[src/rtl/vend_pkg.sv]
// rtl/vend_pkg.sv - shared states, eject_sel encoding and denominations for the change sequencer
package vend_pkg;

    typedef enum logic [2:0] {
        IDLE     = 3'd0,
        SELECT   = 3'd1,
        EJECT    = 3'd2,
        WAIT_ACK = 3'd3,
        FINISH   = 3'd4
    } state_t;

    localparam logic [1:0] SEL_NONE = 2'b00;
    localparam logic [1:0] SEL_1    = 2'b01;
    localparam logic [1:0] SEL_5    = 2'b10;
    localparam logic [1:0] SEL_10   = 2'b11;

    localparam logic [31:0] DENOM_1  = 32'd1;
    localparam logic [31:0] DENOM_5  = 32'd5;
    localparam logic [31:0] DENOM_10 = 32'd10;

    // Coin value for an eject_sel code; SEL_NONE is worth nothing.
    function automatic logic [31:0] denom_value(input logic [1:0] sel);
        case (sel)
            SEL_1:   denom_value = DENOM_1;
            SEL_5:   denom_value = DENOM_5;
            SEL_10:  denom_value = DENOM_10;
            default: denom_value = 32'd0;
        endcase
    endfunction

endpackage

[src/rtl/coin_tube.sv]
// rtl/coin_tube.sv - 8-bit saturating coin counter with refill increment and eject decrement
module coin_tube #(
    parameter int unsigned INIT = 8
) (
    input  logic       clk,
    input  logic       reset,
    input  logic       inc,
    input  logic       dec,
    output logic [7:0] count
);

    // Simultaneous refill and eject cancel; refill saturates, eject never wraps below zero.
    always_ff @(posedge clk or posedge reset) begin
        if (reset) begin
            count <= 8'(INIT);
        end else if (inc && !dec) begin
            if (count != 8'hFF) count <= count + 8'd1;
        end else if (dec && !inc) begin
            if (count != 8'h00) count <= count - 8'd1;
        end
    end

endmodule

[src/rtl/change_sequencer.sv]
// rtl/change_sequencer.sv - greedy coin change sequencer over three tubes; optional eject timeout under CHANGE_TIMEOUT_EN
module change_sequencer
    import vend_pkg::*;
#(
    parameter int unsigned TUBE_INIT   = 8,
    parameter int unsigned TIMEOUT_CYC = 255
) (
    input  logic        clk,
    input  logic        reset,
    input  logic        req_valid,
    input  logic [31:0] req_amount,
    output logic        req_ready,
    output logic        eject_valid,
    output logic [1:0]  eject_sel,
    input  logic        eject_done,
    input  logic        refill_valid,
    input  logic [1:0]  refill_sel,
    output logic [2:0]  tube_empty,
    output logic        done,
    output logic [31:0] short_amount,
    output logic        fault
);

    state_t      state, next_state;
    logic [31:0] remaining;
    logic [1:0]  sel_q;
    logic [1:0]  pick_sel;
    logic [7:0]  cnt_1, cnt_5, cnt_10;
    logic        timeout_hit;

    assign req_ready   = (state == IDLE);
    assign eject_valid = (state == EJECT);
    assign eject_sel   = eject_valid ? sel_q : SEL_NONE;
    assign done        = (state == FINISH);
    assign tube_empty  = {cnt_10 == 8'd0, cnt_5 == 8'd0, cnt_1 == 8'd0};

    coin_tube #(.INIT(TUBE_INIT)) u_tube_1 (
        .clk(clk), .reset(reset),
        .inc(refill_valid && refill_sel == SEL_1),
        .dec(eject_valid && sel_q == SEL_1),
        .count(cnt_1)
    );
    coin_tube #(.INIT(TUBE_INIT)) u_tube_5 (
        .clk(clk), .reset(reset),
        .inc(refill_valid && refill_sel == SEL_5),
        .dec(eject_valid && sel_q == SEL_5),
        .count(cnt_5)
    );
    coin_tube #(.INIT(TUBE_INIT)) u_tube_10 (
        .clk(clk), .reset(reset),
        .inc(refill_valid && refill_sel == SEL_10),
        .dec(eject_valid && sel_q == SEL_10),
        .count(cnt_10)
    );

    // Greedy pick: largest coin that fits the remainder and is still in stock.
    always_comb begin
        pick_sel = SEL_NONE;
        if (remaining >= DENOM_10 && cnt_10 != 8'd0)     pick_sel = SEL_10;
        else if (remaining >= DENOM_5 && cnt_5 != 8'd0)  pick_sel = SEL_5;
        else if (remaining >= DENOM_1 && cnt_1 != 8'd0)  pick_sel = SEL_1;
    end

    // State register.
    always_ff @(posedge clk or posedge reset) begin
        if (reset) state <= IDLE;
        else       state <= next_state;
    end

    // Next-state logic.
    always_comb begin
        next_state = state;
        case (state)
            IDLE:     if (req_valid) next_state = SELECT;
            SELECT:   next_state = (pick_sel == SEL_NONE) ? FINISH : EJECT;
            EJECT:    next_state = WAIT_ACK;
            WAIT_ACK: begin
                if (eject_done)       next_state = SELECT;
                else if (timeout_hit) next_state = FINISH;
            end
            FINISH:   next_state = IDLE;
            default:  next_state = IDLE;
        endcase
    end

    // Remainder bookkeeping; short_amount is loaded on the way into FINISH so it is valid alongside done.
    always_ff @(posedge clk or posedge reset) begin
        if (reset) begin
            remaining    <= 32'd0;
            sel_q        <= SEL_NONE;
            short_amount <= 32'd0;
        end else begin
            case (state)
                IDLE: if (req_valid) begin
                    remaining    <= req_amount;
                    short_amount <= 32'd0;
                end
                SELECT: begin
                    sel_q <= pick_sel;
                    if (pick_sel == SEL_NONE) short_amount <= remaining;
                end
                EJECT:    remaining <= remaining - denom_value(sel_q);
                WAIT_ACK: if (!eject_done && timeout_hit) short_amount <= remaining;
                default:  ;
            endcase
        end
    end

`ifdef CHANGE_TIMEOUT_EN
    logic [31:0] wait_cnt;
    logic        fault_q;

    assign timeout_hit = (wait_cnt == 32'(TIMEOUT_CYC - 1));
    assign fault       = fault_q;

    // Count WAIT_ACK cycles; give up and flag a fault after TIMEOUT_CYC of them.
    always_ff @(posedge clk or posedge reset) begin
        if (reset) begin
            wait_cnt <= 32'd0;
            fault_q  <= 1'b0;
        end else begin
            if (state == EJECT)         wait_cnt <= 32'd0;
            else if (state == WAIT_ACK) wait_cnt <= wait_cnt + 32'd1;
            if (state == IDLE && req_valid) fault_q <= 1'b0;
            else if (state == WAIT_ACK && !eject_done && timeout_hit) fault_q <= 1'b1;
        end
    end
`else
    assign timeout_hit = 1'b0;
    assign fault       = 1'b0;
`endif

endmodule

[config.mk]
export PLATFORM = sky130hd
export DESIGN_NAME = change_sequencer
export DESIGN_NICKNAME = d
export VERILOG_FILES = /design/src/rtl/vend_pkg.sv /design/src/rtl/coin_tube.sv /design/src/rtl/change_sequencer.sv
export SDC_FILE = /design/constraint.sdc
export NUM_CORES = 1
export LEC_CHECK = 0
export BUFFER_PORTS_ARGS = -buffer_cell sky130_fd_sc_hd__buf_2
export CORE_ASPECT_RATIO = 0.75
export CORE_MARGIN = 3
export CORE_UTILIZATION = 55
export CTS_CLUSTER_DIAMETER = 150
export DETAILED_ROUTE_END_ITERATION = 12
export PLACE_DENSITY = 0.78
export SLEW_MARGIN = 20
export SYNTH_ARGS = -nofsm -noshare
export SYNTH_HDL_FRONTEND = slang
export SYNTH_SLANG_ARGS = --single-unit
[constraint.sdc]
create_clock -name clk -period 7.4 [get_ports clk]
set_input_delay 0.37 -clock clk [delete_from_list [all_inputs] [get_ports clk]]
set_output_delay 0.37 -clock clk [all_outputs]
set_load 0.01 [all_outputs]
---- Word-level counts from Yosys, hierarchy flattened ----
Cells that the tools add are included.
word-level totals
  logic and storage cells ................. 106
  output and inout port bits .............. 41
  register bits after elaboration ......... 93
cells by class
  eq/ne operators ......................... 19
  add/subtract/negate cells ............... 7
  magnitude comparators ................... 3
  multiplexer cells ....................... 27
  reductions and logical operators ........ 43
operator list
  cell                                                                 number
  two-way mux 32 bit                                                   4
  one-hot mux 32 bit (2 select lines)                                  2
  two-way mux 8 bit                                                    12
  greater-or-equal comparator 32 x 1 -> 1 bit (second input constant)  1
  greater-or-equal comparator 32 x 3 -> 1 bit (second input constant)  1
  greater-or-equal comparator 32 x 4 -> 1 bit (second input constant)  1
  subtractor 32 bit                                                    1
  adder 8 x 1 -> 8 bit (second input constant)                         3
  zero test 8 bit                                                      3
  != test 8 bit (second input constant)                                3
  nonzero test 8 bit                                                   3
  subtractor 8 x 1 -> 8 bit (second input constant)                    3
  nonzero test 2 bit                                                   8
  logical AND 1 bit                                                    15
  != test 2 bit (second input constant)                                6
  one-hot mux 3 bit (4 select lines)                                   1
  one-hot mux 4 bit (3 select lines)                                   1
  AND reduction 3 bit                                                  4
  two-way mux 3 bit                                                    3
  equality test 2 bit (second input constant)                          4
  equality test 3 x 2 -> 1 bit (second input constant)                 2
  zero test 1 bit                                                      6
  two-way mux 2 bit                                                    3
  equality test 2 x 1 -> 1 bit (second input constant)                 2
  other kinds (6)                                                      7

---- Logic depth before layout (Yosys ltp) ----
  depth after elaboration ................. 8
  gate-level depth with buffers ........... 12
  depth with buffers taken out ............ 12

---- By module ----
Synthesis repeated with hierarchy kept, for this count alone.
second synthesis, totals
  cell total of the unflattened synthesis .. 630
  area, all modules ....................... 5896.9 um2
by module, submodules not included
  module            times used  cells each  area an instance (um2)
  change_sequencer  1           429         3971.3
  coin_tube         3           67          641.9

---- Least setup slack after synthesis ----
Ideal clock, no wire load.
  path kind ............................... reg-to-reg
  start ................................... reg state[1]
  end ..................................... reg u_tube_1.count[7]
  data arrival time ....................... 2742 ps
  required time ........................... 7277 ps
  slack ................................... 4536 ps
  setup time .............................. 123 ps
  stages on the path, launching flop included .. 13
  path through ............................ dfrtp_1 > clkbuf_1 > nand3_1 > inv_1 > buf_2 > a21o_1 > ha_1 > and3_1 > a221o_1 > o41ai_1 > xnor2_1 > nand2_1 > xnor2_1
between the ends
  cells in the longest elaborated chain, start to end .. 6
ends and longest elaborated chain
  what                                                                  RTL line                RTL
  from (decl)                                                           change_sequencer.sv:24  state_t state, next_state;
  from (signal assigned)                                                change_sequencer.sv:67  else state <= next_state;
  equality test 3 x 2 -> 1 bit *                                        change_sequencer.sv:32  assign eject_valid = (state == EJECT);
  logical AND 1 bit *                                                   change_sequencer.sv:40  .dec(eject_valid && sel_q == SEL_1),
  zero test 1 bit                                                       coin_tube.sv:16         end else if (inc && !dec) begin
  logical AND 1 bit                                                     coin_tube.sv:16
  != test 2 bit (no source line) or nonzero test 2 bit (tied branches)  --
  AND reduction 3 bit (no source line)                                  --
  to (signal assigned)                                                  coin_tube.sv:15         count <= 8'(INIT);
  to (signal assigned)                                                  coin_tube.sv:17         if (count != 8'hFF) count <= count + 8'd1;
  to (signal assigned)                                                  coin_tube.sv:19         if (count != 8'h00) count <= count - 8'd1;
  to (decl)                                                             coin_tube.sv:9          output logic [7:0] count
Every way passes the cells marked *; elsewhere a longest branch is shown, timed or not.
A chain may end at the register's enable or synchronous reset.

---- Worst setup path in the final report ----
  start ................................... reg state[0]
  end ..................................... reg u_tube_10.count[7]
between the ends
  cells in the longest elaborated chain, start to end .. 6
ends and longest elaborated chain
  what                                                                  RTL line                RTL
  equality test 3 x 2 -> 1 bit *                                        change_sequencer.sv:32
  logical AND 1 bit *                                                   change_sequencer.sv:52  .dec(eject_valid && sel_q == SEL_10),
  zero test 1 bit                                                       coin_tube.sv:16
  logical AND 1 bit                                                     coin_tube.sv:16
  != test 2 bit (no source line) or nonzero test 2 bit (tied branches)  --
  AND reduction 3 bit (no source line)                                  --
  to (signal assigned)                                                  coin_tube.sv:15
  to (signal assigned)                                                  coin_tube.sv:17
  to (signal assigned)                                                  coin_tube.sv:19
  to (decl)                                                             coin_tube.sv:9
Marks and branches as above.

==> impl_metrics.toml <==
[yosys]
synth_flop_cell = "dfrtp_1"
synth_most_common_cell = "dfrtp_1"
syn_area_sq_um = 5560
yosysSeqAreaShare_pct = 41.9
syn_area_per_cell_sq_um = 9.13
synth_commonest_cells = "dfrtp_1, nand2_1, nor2_1, nand4_1, o21ai_0"
ys_warn_count = 0
syn_inst = 609
synth_area_leaders = "dfrtp_1, ha_1, nand4_1"
syn_nets = 679
async_reset_ff_share_pct = 100
synth-seq-cells = 93
synth_cell_types = 59
synth-edff-count = 0
yosysTopAreaCell = "dfrtp_1"
yosys.area.top_type_share_pct = 40.5

[power_and_ir_drop]
ir_worst_vdd_v = 0.000181
powerDensity_nw_per_um2 = 412
p_int_uw = 1470
p_seq_share_pct = 36.4
power.share.clock_pct = 18.4
switching_power_uw = 1150
power.share.switching_pct = 44.0
power_leakage_uw = 0.00285
power_frac_comb_pct = 45.1

[critical_path]
cp_slowest_stage_delay_ps = 510
cp_cell_sequence = "inv_1 > nand3_1 > inv_1 > buf_4 > a21o_1 > ha_1 > a21oi_1 > o211ai_1 > o41ai_1 > xnor2_1 > nand2_1 > xnor2_1"
critical_path_required_ps = 7630
ff2ff_path_depth = 12
rrSetupSlack_ps = 3730
critPathLaunchType = "flop"
cp-end-kind = "flop"
critPathCapture = "u_tube_10.count[7]"
crit_type = "reg2reg"
cp_max_fo = 25
cp.arrival_ps = 3900
crit_path_start = "state[0]"
cp_slowest_cell = "nand3_1"
reg2reg_to = "u_tube_10.count[7]"
r2r_start = "state[0]"

[grt]
grt.met3_usage_pct = 5.50
antenna_found_initial = 0
gr-total-overflow = 0
top_usage_layer = "met1"
track_usage_pct = 25.8
grt_pass1_wl_um = 23300
grt_max_degree = 61
grt_pass1_vias = 4576
met1_usage_pct = 39.8
met2_usage_pct = 37.3

[layout]
finalInstanceArea_sq_um = 6350
num_antenna_cells = 0
multi_input_area_sq_um = 3020
nNetsFinal = 744
area_growth_pct = 14.3
nFillCells = 849
utilization_pct = 65.3
regArea_sq_um = 2330
drive_gt1_share_pct = 19.6

[timing]
rsz0062_at_grt = "no"
setup_violations = 0
tns_ps = 0
final_hold_viol_count = 0
drv_slew = 0
skew_ps = 10.7
maxSlewHeadroom_pct = 29.9
tightestPinTransition_ps = 1050
fin_crit_sh_pct = 49.6
max_freq_ghz = 0.272
finalCriticalPeriod_ps = 3670
hold-worst-slack_ps = 125

[clock_network]
htreeDepth = 3
numCtsBuffers = 9
cts_sinks = 93
clock_latency_ps = 350
clkTransAtPathRegs_ps = 70
clock_tree.root_cell = "clkbuf_16"
cts_setup_buffers = 0
clockBufferDepth = 2
cts-resized-gates = 0
hold_buffers = 0
cts_tree = "yes"

[flow_run]
drv_cap = 0

[detailed_routing]
via_count = 4992
first_pass_iters = 5
initialDrtViolationCount = 561
routed_via_density = 6.16
wl_per_cell_um = 17.5
wirelength_um = 14200
drc = 0
postRouteAntennaNets = 0

[min_path]
worstHoldPathType = "in2async"

[floorplan]
floorplan.rows = 31
die_h_um = 93.1
die-width_um = 122
initial_core_util_pct = 57.1
coreArea_sq_um = 9740
ios = 80
die-area_sq_um = 11400

[place]
portBuffers = 78
gp_congestion = 0.867
dpl-instance-area_sq_um = 6040
hpwl_um = 9850

[outcome]
status = "finished, final reports clean"
-- worst min-delay path by stage --
stage                     slack [ps]              start                end
after global placement           480  u_tube_1.count[7]  u_tube_1.count[7]
after global routing             190              reset    short_amount[6]
after floorplan                  460  u_tube_1.count[7]  u_tube_1.count[7]
after CTS                        160              reset   short_amount[19]
final                            130              reset    short_amount[6]
after detailed placement         480  u_tube_1.count[7]  u_tube_1.count[7]
-- power by group through the flow --
stage / combinational [uW] / clock, uW / sequential [uW]
6_report: 1180 / 482 / 954
2_1_floorplan: 913 / 0 / 886
5_1_grt: 1310 / 509 / 985
4_1_cts: 1170 / 488 / 946
3_3_place_gp: 1110 / 0 / 936
3_5_place_dp: 1160 / 0 / 950
-- kinds of logic after synthesis --
kind of cell	Yosys count	share of synthesized area [%]
compound gates	141	16.5
xor+xnor	25	3.94
fa+ha+maj	31	7.52
buf+inv	52	3.89
flops	93	41.9
mux	18	3.49
other cells	1	0.0674
simple gates	248	22.7
-- per-layer routing --
metal / wire, um / up-vias
li1: - / 2376
met1: 6730 / 2384
met2: 6240 / 216
met3: 1090 / 16
met4: 137 / 0
met5: 0 / -
-- through the flow --
step / power (uW) / setup WS (ps) / std cells
3_3_place_gp: 2040 / 4060 / 795
4_1_cts: 2610 / 3840 / 811
6_report: 2620 / 3730 / 811
5_1_grt: 2810 / 3470 / 811
3_5_place_dp: 2110 / 3890 / 795
2_1_floorplan: 1800 / 4540 / 609
-- worst max-delay path: cells and delay by family (launching register included) --
family	cells	cell delay (ps)
flops	1	410
xor+xnor	2	290
simple gates	2	600
fa+ha+maj	1	300
buf+inv	3	860
compound gates	4	1070
-- state kept, by name, summed over array words and instances, names as in the netlist --
register / cells
sel_q: 2
short_amount: 32
u_tube_10.count: 8
state: 3
remaining: 32
u_tube_5.count: 8
u_tube_1.count: 8
-- cell usage in the layout, fill, tap and decap left out, types with 12 or more instances in the layout --
master / synthesis / final
buf_2: 5 / 78
inv_1: 20 / 19
nand2_1: 70 / 69
nand4_1: 45 / 45
xnor2_1: 16 / 16
ha_1: 27 / 27
a21oi_1: 34 / 34
o21ai_0: 35 / 35
nor2_1: 55 / 55
o211ai_1: 12 / 12
nor3_1: 16 / 15
nand3_1: 20 / 20
dfrtp_1: 90 / 90
-- area by class of cell --
| cell class | instances | area share, % |
|---|---|---|
| Sequential cell | 93 | 36.7 |
| Tap cell | 132 | 2.60 |
| Clock inverter | 7 | 1.34 |
| Clock buffer | 9 | 3.54 |
| Inverter | 20 | 1.20 |
| Multi-Input combinational cell | 464 | 47.5 |
| Timing Repair Buffer | 86 | 7.09 |
Note: power is estimated with default switching activity, not from simulation.
